--- config.mk ---
export PLATFORM = sky130hd
export DESIGN_NAME = bin2bcd_seq
export DESIGN_NICKNAME = d
export VERILOG_FILES = /design/src/rtl/bin2bcd_seq.sv
export SDC_FILE = /design/constraint.sdc
export NUM_CORES = 1
export LEC_CHECK = 0
export BUFFER_PORTS_ARGS = -buffer_cell sky130_fd_sc_hd__buf_4
export CORE_MARGIN = 1
export CORE_UTILIZATION = 50
export CTS_CLUSTER_DIAMETER = 150
export DETAILED_ROUTE_END_ITERATION = 16
export HOLD_SLACK_MARGIN = 0.12
export PLACE_DENSITY_LB_ADDON = 0.3
export SYNTH_ARGS = -nofsm -noshare
export SYNTH_HDL_FRONTEND = slang
export SYNTH_SLANG_ARGS = --single-unit
export TNS_END_PERCENT = 30
--- constraint.sdc ---
create_clock -name clk -period 2.9 [get_ports clk]
set_clock_uncertainty 0.05 [all_clocks]
set_input_delay 0.29 -clock clk [delete_from_list [all_inputs] [get_ports clk]]
set_output_delay 0.29 -clock clk [all_outputs]
set_load 0.05 [all_outputs]
--- src/rtl/bin2bcd_seq.sv ---
// ---------------------------------------------------------------------------
// bin2bcd_seq -- sequential binary to packed-BCD converter (double dabble).
//
// One double-dabble iteration is performed per clock. An operand is accepted
// in IDLE, converted over exactly N CONV cycles, and the result is presented
// in DONE until the consumer takes it with out_ready.
//
// Build option:
//   BIN2BCD_SEQ_SIGNED_EN  defined   -> binary_in is two's complement, the
//                                       magnitude is converted and neg
//                                       reports the sign bit.
//                          undefined -> binary_in is unsigned, neg is 0.
//
// Parameters:
//   N       binary operand width (2..64)
//   DIGITS  BCD digit count; values below the default drop high digits
//
// Ports:
//   clk        rising-edge clock
//   rst_n      asynchronous active-low reset
//   in_valid   operand offered
//   in_ready   converter can accept (state is IDLE)
//   binary_in  operand, sampled only on the accepting edge
//   out_valid  result available
//   out_ready  consumer takes result
//   bcd_out    packed BCD result, digit 0 in bits [3:0]
//   ndigits    number of significant digits (1 for a zero result)
//   neg        operand was negative
//   busy       state is not IDLE
// ---------------------------------------------------------------------------
module bin2bcd_seq #(
    parameter int N      = 16,
    parameter int DIGITS = (N * 301) / 1000 + 1
) (
    input  logic                         clk,
    input  logic                         rst_n,
    input  logic                         in_valid,
    output logic                         in_ready,
    input  logic [N-1:0]                 binary_in,
    output logic                         out_valid,
    input  logic                         out_ready,
    output logic [DIGITS*4-1:0]          bcd_out,
    output logic [$clog2(DIGITS+1)-1:0]  ndigits,
    output logic                         neg,
    output logic                         busy
);

    localparam int BW  = DIGITS * 4;
    localparam int CW  = $clog2(N + 1);
    localparam int NDW = $clog2(DIGITS + 1);

    // Counter value seen during the N-th (final) CONV cycle.
    localparam logic [CW-1:0] CNT_LAST = CW'(N - 1);

    typedef enum logic [1:0] {
        ST_IDLE = 2'd0,
        ST_CONV = 2'd1,
        ST_DONE = 2'd2
    } state_t;

    state_t            state_r;
    state_t            state_next_s;

    logic [N-1:0]      shift_r;
    logic [BW-1:0]     bcd_r;
    logic [CW-1:0]     cnt_r;
    logic              neg_pend_r;

    logic [BW-1:0]     bcd_out_r;
    logic [NDW-1:0]    ndigits_r;
    logic              neg_r;
    logic              out_valid_r;
    logic              busy_r;

    logic [N-1:0]      mag_s;
    logic              sign_s;
    logic [BW-1:0]     bcd_adj_s;
    logic [BW-1:0]     bcd_step_s;
    logic [N-1:0]      shift_step_s;
    logic              last_s;

    // Add 3 to every digit that is 5 or more, so the following shift carries
    // correctly into the next decimal digit.
    function automatic logic [BW-1:0] dd_adjust(input logic [BW-1:0] b);
        logic [BW-1:0] r;
        logic [3:0]    d;
        r = {BW{1'b0}};
        for (int i = 0; i < DIGITS; i++) begin
            d = b[i*4 +: 4];
            if (d >= 4'd5) begin
                r[i*4 +: 4] = d + 4'd3;
            end else begin
                r[i*4 +: 4] = d;
            end
        end
        return r;
    endfunction

    // Index of the most significant nonzero digit plus one; a zero result
    // still reports one digit.
    function automatic logic [NDW-1:0] count_digits(input logic [BW-1:0] b);
        logic [NDW-1:0] nd;
        nd = NDW'(1);
        for (int i = 0; i < DIGITS; i++) begin
            if (b[i*4 +: 4] != 4'd0) begin
                nd = NDW'(i + 1);
            end else begin
                nd = nd;
            end
        end
        return nd;
    endfunction

`ifdef BIN2BCD_SEQ_SIGNED_EN
    // Two's complement magnitude; the most negative value maps to 2^(N-1),
    // which still fits in N unsigned bits.
    assign sign_s = binary_in[N-1];
    assign mag_s  = sign_s ? (~binary_in + {{(N-1){1'b0}}, 1'b1}) : binary_in;
`else
    assign sign_s = 1'b0;
    assign mag_s  = binary_in;
`endif

    // One double-dabble iteration: adjust digits, then shift the combined
    // {bcd, binary} register left by one.
    always_comb begin
        bcd_adj_s    = dd_adjust(bcd_r);
        bcd_step_s   = {bcd_adj_s[BW-2:0], shift_r[N-1]};
        shift_step_s = {shift_r[N-2:0], 1'b0};
    end

    assign last_s = (cnt_r == CNT_LAST);

    // Next-state logic.
    always_comb begin
        state_next_s = state_r;
        case (state_r)
            ST_IDLE: begin
                if (in_valid) begin
                    state_next_s = ST_CONV;
                end else begin
                    state_next_s = ST_IDLE;
                end
            end
            ST_CONV: begin
                if (last_s) begin
                    state_next_s = ST_DONE;
                end else begin
                    state_next_s = ST_CONV;
                end
            end
            ST_DONE: begin
                if (out_ready) begin
                    state_next_s = ST_IDLE;
                end else begin
                    state_next_s = ST_DONE;
                end
            end
            default: begin
                state_next_s = ST_IDLE;
            end
        endcase
    end

    // State register plus registered status flags that follow it.
    always_ff @(posedge clk or negedge rst_n) begin
        if (!rst_n) begin
            state_r     <= ST_IDLE;
            out_valid_r <= 1'b0;
            busy_r      <= 1'b0;
        end else begin
            state_r     <= state_next_s;
            out_valid_r <= (state_next_s == ST_DONE);
            busy_r      <= (state_next_s != ST_IDLE);
        end
    end

    // Conversion datapath and result registers.
    always_ff @(posedge clk or negedge rst_n) begin
        if (!rst_n) begin
            shift_r    <= {N{1'b0}};
            bcd_r      <= {BW{1'b0}};
            cnt_r      <= {CW{1'b0}};
            neg_pend_r <= 1'b0;
            bcd_out_r  <= {BW{1'b0}};
            ndigits_r  <= {NDW{1'b0}};
            neg_r      <= 1'b0;
        end else begin
            case (state_r)
                ST_IDLE: begin
                    if (in_valid) begin
                        shift_r    <= mag_s;
                        bcd_r      <= {BW{1'b0}};
                        cnt_r      <= {CW{1'b0}};
                        neg_pend_r <= sign_s;
                    end
                end
                ST_CONV: begin
                    shift_r <= shift_step_s;
                    bcd_r   <= bcd_step_s;
                    cnt_r   <= cnt_r + CW'(1);
                    // Result is captured on the edge that enters DONE, so it
                    // is stable for the whole time out_valid is high.
                    if (last_s) begin
                        bcd_out_r <= bcd_step_s;
                        ndigits_r <= count_digits(bcd_step_s);
                        neg_r     <= neg_pend_r;
                    end
                end
                ST_DONE: begin
                    // Hold everything until the consumer takes the result.
                end
                default: begin
                    cnt_r <= {CW{1'b0}};
                end
            endcase
        end
    end

    assign in_ready  = (state_r == ST_IDLE);
    assign out_valid = out_valid_r;
    assign busy      = busy_r;
    assign bcd_out   = bcd_out_r;
    assign ndigits   = ndigits_r;
    assign neg       = neg_r;

endmodule

---- After elaboration in Yosys (flattened, before gate mapping) ----
Cells that the tools add are included.
storage, ports and cells
  memories kept ........................... 0
  input port bits ......................... 20
  RAM bits ................................ 0
  register bits after elaboration ......... 68
  memory bits (read-only) ................. 0
  bits in latches ......................... 0
operators by class
  multiply operators ...................... 0
  shift operators ......................... 0
  mux-type cells .......................... 19
  equal/unequal tests ..................... 5
  reductions and logical operators ........ 10
  div/mod/pow operators ................... 0
  bitwise logic cells ..................... 1
  add/subtract/negate cells ............... 6
  $lt $le $gt $ge ......................... 5
operator list
  operator                                                                count
  20-bit one-hot mux with 2 select lines                                  1
  16-bit one-hot mux with 2 select lines                                  1
  4-bit by 3-bit >= comparator with 1-bit output (second input constant)  5
  20-bit two-way mux                                                      1
  4-bit by 2-bit adder with 4-bit output (second input constant)          4
  16-bit two-way mux                                                      1
  4-bit two-way mux                                                       4
  4-bit nonzero test                                                      4
  5-bit one-hot mux with 3 select lines                                   1
  3-bit two-way mux                                                       4
  2-bit two-way mux                                                       3
  2-bit one-hot mux with 3 select lines                                   1
  2-bit AND reduction                                                     3
  5-bit by 1-bit adder with 5-bit output (second input constant)          1
  5-bit by 4-bit == test with 1-bit output (second input constant)        1
  5-bit two-way mux                                                       1
  2-bit == test (second input constant)                                   2
  2-bit nonzero test                                                      2
  3-bit by 2-bit adder with 3-bit output (second input constant)          1
  2-bit by 1-bit == test with 1-bit output (second input constant)        1
  2-bit zero test                                                         1
  2-bit inequality test (second input constant)                           1
  1-bit two-way mux                                                       1
  1-bit NOT                                                               1

---- Logic depth before layout (Yosys ltp) ----
  word-level depth ........................ 7
  depth in mapped cells ................... 8
  depth with buffers taken out ............ 7

---- Least setup slack after synthesis ----
Ideal clock, no wire load.
  kind .................................... register to register
  from .................................... register bcd_r[4]
  to ...................................... register ndigits_r[1], in the netlist ndigits[1]
  clock period less this slack ............ 1.900 ns
  data arrival time ....................... 1.728 ns
  library setup time ...................... 0.122 ns
  path slack .............................. 1.000 ns
  stages on the path, launching flop included .. 8
  path through ............................ dfrtp_1 -> inv_1 -> ha_1 -> nand2b_1 -> a21oi_1 -> mux2i_1 -> o2111ai_1 -> a32o_1
on the way
  longest elaborated chain between the ends .. 7
  elaborated cells between the ends (all ways) .. 9
ends and longest elaborated chain
  element                                                                                                          RTL line  source
  start, declared                                                                                                  65        logic [BW-1:0] bcd_r;
  start signal, assigned                                                                                           182       bcd_r <= {BW{1'b0}};
  start signal, assigned                                                                                           193       bcd_r <= {BW{1'b0}};
  start signal, assigned                                                                                           200       bcd_r <= bcd_step_s;
  4-bit by 2-bit adder with 4-bit output / 4-bit by 3-bit >= comparator with 1-bit output (equally long branches)  91, 90
  4-bit two-way mux (*)                                                                                            90        if (d >= 4'd5) begin
  4-bit nonzero test                                                                                               105       if (b[i*4 +: 4] != 4'd0) begin
  2-bit two-way mux                                                                                                105
  3-bit two-way mux (*) (3 in a row)                                                                               105
  end signal, assigned                                                                                             186       ndigits_r <= {NDW{1'b0}};
  end signal, assigned                                                                                             206       ndigits_r <= count_digits(bcd_step_s);
  end, declared                                                                                                    70        logic [NDW-1:0] ndigits_r;
Mark *: on every way between the ends. The rest lies on a longest branch, timed or not.
A chain may end at the register's enable or synchronous reset.

---- Final worst setup path ----
Ends and elaborated chain as after synthesis.

==> metrics.txt <==
area of the die=0.00696 sq mm; sort of element at the start of the critical path=flop; max capacitance violation total=0; half-perimeter wire length after detailed placement=4390 microns; outcome=completed; final layout net count=418; top achievable clock speed=469 MHz; I/O pin total=47; antenna cell count=0; switching share of total power=45.0%; VDD IR-drop max=0.864 mV; overflow left after global routing=0; element type at the critical path end=flop; global-route total usage across every layer=20.8%; initial DRC count=126; placement row count=29; final standard cell area without fillers=0.00394 sq mm; vertical die dimension=83.4 microns; Clk pwr share=16.5%; final WL=6560 microns; largest fanout of any net on the critical path=5; post-CTS setup repair buffer count=0; largest cells by area after synthesis=sky130_fd_sc_hd__dfrtp_1, sky130_fd_sc_hd__o21ai_0, sky130_fd_sc_hd__nand2_1; final count of pins violating max slew=0; synthesized netlist cell count=343; P_leak=1.91 nW; unrepaired setup endpoints after global routing=no; IO buf count=45; total number of yosys warnings=0; core outline area=0.00639 sq mm; per-cell via count in the routed design=5.38; layout cell share with drive strength beyond 1=18.9%; clk sink count=68; hold_ws=184 ps; number of design rule violations left after detail routing=0; Overall Power=5.23 mW; CP cell instances=inv_1, ha_1, nand2b_1, a21oi_1, mux2i_1, o2111ai_1, a32o_1; post-synth top area share=51.3%; deepest level of the CTS H-tree=3; Arr. time, crit path=2320 ps; initial antenna violation count=0; Most used DFF post-synth=sky130_fd_sc_hd__dfrtp_1; power share of the sequential group=33.3%; Synth cell types=41; remaining antenna violation count=0; insertion delay to the later sink of the worst-skew pair=340 ps; clock transition at the registers of the reported paths=70 ps; combinational family with the most area after synthesis=simple AND/OR/NAND/NOR gates; Cell Pwr Density=1330 mW/mm^2; Hold Violations, Final=0; GP Congestion=0.809; Slew @ Worst Pin=1050 ps; xor and xnor area share after synthesis=1.85%; final setup fails=0; dominant cell by count in the synthesized netlist=sky130_fd_sc_hd__nand2_1; total length of routed met3 wires=191 microns; via count of the first global-routing pass=2477; type of the most critical hold path=input port to flop; DR WL/cell=14.0 microns; flop2flop setup slack=770 ps; fraction of the mapped netlist area in compound gates=15.2%; Psw=2.36 mW; slowest stage cell, crit path=sky130_fd_sc_hd__dfrtp_1; cell at the root of the clock tree=sky130_fd_sc_hd__clkbuf_8; number of enable-type register cells in the synthesized netlist=0; CTS buffer count=9; netlist area before placement=0.00332 sq mm; number of gates resized after cts=0; fraction of power consumed by combinational cells=50.2%; largest buffer count on any clock path=2; Net Count, Synth=375; worst slew slack as a fraction of its limit=29.8%; CTS Hold Bufs=1; routed via count=2517; summed negative setup slack over all endpoints=0 ps; P_int=2.88 mW; pin count of the biggest net entering global routing=69; detailed-router iteration count before antenna repair=5; Critical Path Max Stage Delay=420 ps; starting utilization of the core area=51.9%; Synth top cells by count=sky130_fd_sc_hd__nand2_1, sky130_fd_sc_hd__dfrtp_1, sky130_fd_sc_hd__o21ai_0, sky130_fd_sc_hd__mux2i_1, sky130_fd_sc_hd__inv_1; Highest Signal Layer=met4; routed length on met2=3040 microns; final core utilization=61.7%; cell type with the largest total area after synthesis=sky130_fd_sc_hd__dfrtp_1; fraction of synthesized area in multiplexers=7.13%; arithmetic-cell share of the synthesized area counting full adders, half adders and majority gates=4.53%; WL met1=3180 microns; dpl cell area=0.00371 sq mm; minimum clock period=2130 ps; layout overhead on the synthesized area=18.8%; classification of the worst setup path=flop to flop; synthesized area per cell=9.67 sq um; global-route wire length before repair=11400 microns; final worst-path cycle share=73.6%; part of the Yosys area used for sequential elements=51.3%; die outline width=83.4 microns; CTS tree=built; Critical Path RT=3090 ps; Synth Area in Simple Gates=15.9%; number of synthesized register bits=68; fraction of registers with async set/reset=100%
[worst max-delay path: cells and delay by family (launching register included)]
| family | cells | cell delay (ps) |
|---|---|---|
| buf+inv | 1 | 130 |
| flops | 1 | 420 |
| compound gates | 3 | 770 |
| simple gates | 1 | 90 |
| mux | 1 | 330 |
| fa+ha+maj | 1 | 240 |
[logic make-up (layout without fill, tap and decap cells)]
logic type,Yosys count,count (layout)
fa+ha+maj,12,12
other cells,1,1
xor+xnor,7,7
buf+inv,31,79
mux,23,23
flops,68,68
compound gates,89,89
simple gates,112,112
[cell type report]
| class | instances | area, sq um |
|---|---|---|
| clock buffer | 12 | 145 |
| clock inverter | 4 | 72.6 |
| fill | 531 | 2450 |
| inverter | 14 | 52.6 |
| multi-input combinational | 244 | 1490 |
| sequential | 68 | 1700 |
| tap | 77 | 96.3 |
| timing repair buffer | 49 | 383 |
[power by group through the flow]
| stage | registers (mW) | clock network (mW) | logic, mW |
|---|---|---|---|
| after global placement | 1.73 | 0 | 2.55 |
| after detailed placement | 1.75 | 0 | 2.63 |
| after global routing | 1.80 | 0.931 | 2.91 |
| after floorplan | 2.15 | 0 | 1.54 |
| final | 1.74 | 0.864 | 2.63 |
| after CTS | 1.74 | 0.880 | 2.65 |
[registers in the layout, summed over array words and instances (netlist names)]
signal and count:
busy 1, shift_r 16, cnt_r 5, out_valid 1, bcd_out 20, state_r 2
bcd_r 20, ndigits 3
[cells in the final DEF, fill, tap and decap left out, types with 2 or more instances in the layout]
master                       n
sky130_fd_sc_hd__mux2i_1    18
sky130_fd_sc_hd__nor3b_1     7
sky130_fd_sc_hd__nor3_1      7
sky130_fd_sc_hd__xor2_1      2
sky130_fd_sc_hd__nand2_1    69
sky130_fd_sc_hd__clkbuf_8   10
sky130_fd_sc_hd__nor2b_1     3
sky130_fd_sc_hd__clkbuf_1    2
sky130_fd_sc_hd__ha_1       12
sky130_fd_sc_hd__o21ai_0    60
sky130_fd_sc_hd__dfrtp_1    68
sky130_fd_sc_hd__nor2_1      3
sky130_fd_sc_hd__a21oi_2     2
sky130_fd_sc_hd__o22ai_1     2
sky130_fd_sc_hd__mux2_2      5
sky130_fd_sc_hd__nand2b_1    6
sky130_fd_sc_hd__a32o_1      3
sky130_fd_sc_hd__xnor2_1     5
sky130_fd_sc_hd__nand3_1     6
sky130_fd_sc_hd__bufinv_16   2
sky130_fd_sc_hd__a21oi_1    13
sky130_fd_sc_hd__inv_1      14
sky130_fd_sc_hd__and3_1      4
sky130_fd_sc_hd__buf_4      47
[path summary, 6_finish.rpt]
kind / to / startpoint / depth (start not counted)
max: ndigits[1]$_DFFE_PN0P_ / bcd_r[4]$_DFFE_PN0P_ / 7
min: shift_r[15]$_DFFE_PN0P_ / binary_in[15] / 3
max reg2reg: ndigits[1]$_DFFE_PN0P_ / bcd_r[4]$_DFFE_PN0P_ / 7
min reg2reg: bcd_out[3]$_DFFE_PN0P_ / bcd_out[3]$_DFFE_PN0P_ / 2
max in group asynchronous: shift_r[12]$_DFFE_PN0P_ / rst_n / 2
min in group asynchronous: cnt_r[3]$_DFFE_PN0P_ / rst_n / 2
[metal layers]
metal / GRT usage, % / up-vias
met3: 3.68 / 13
li1: - / 1260
met4: 10.3 / 0
met2: 32.7 / 46
met1: 27.9 / 1198
met5: 0 / -
[stage by stage]
stage               setup WS, ps  instances
global placement             836        451
floorplan                   1000        343
global route                 554        468
CTS                          751        468
detailed placement           758        451
finish                       767        468
Power figures use the tool's default switching activity.
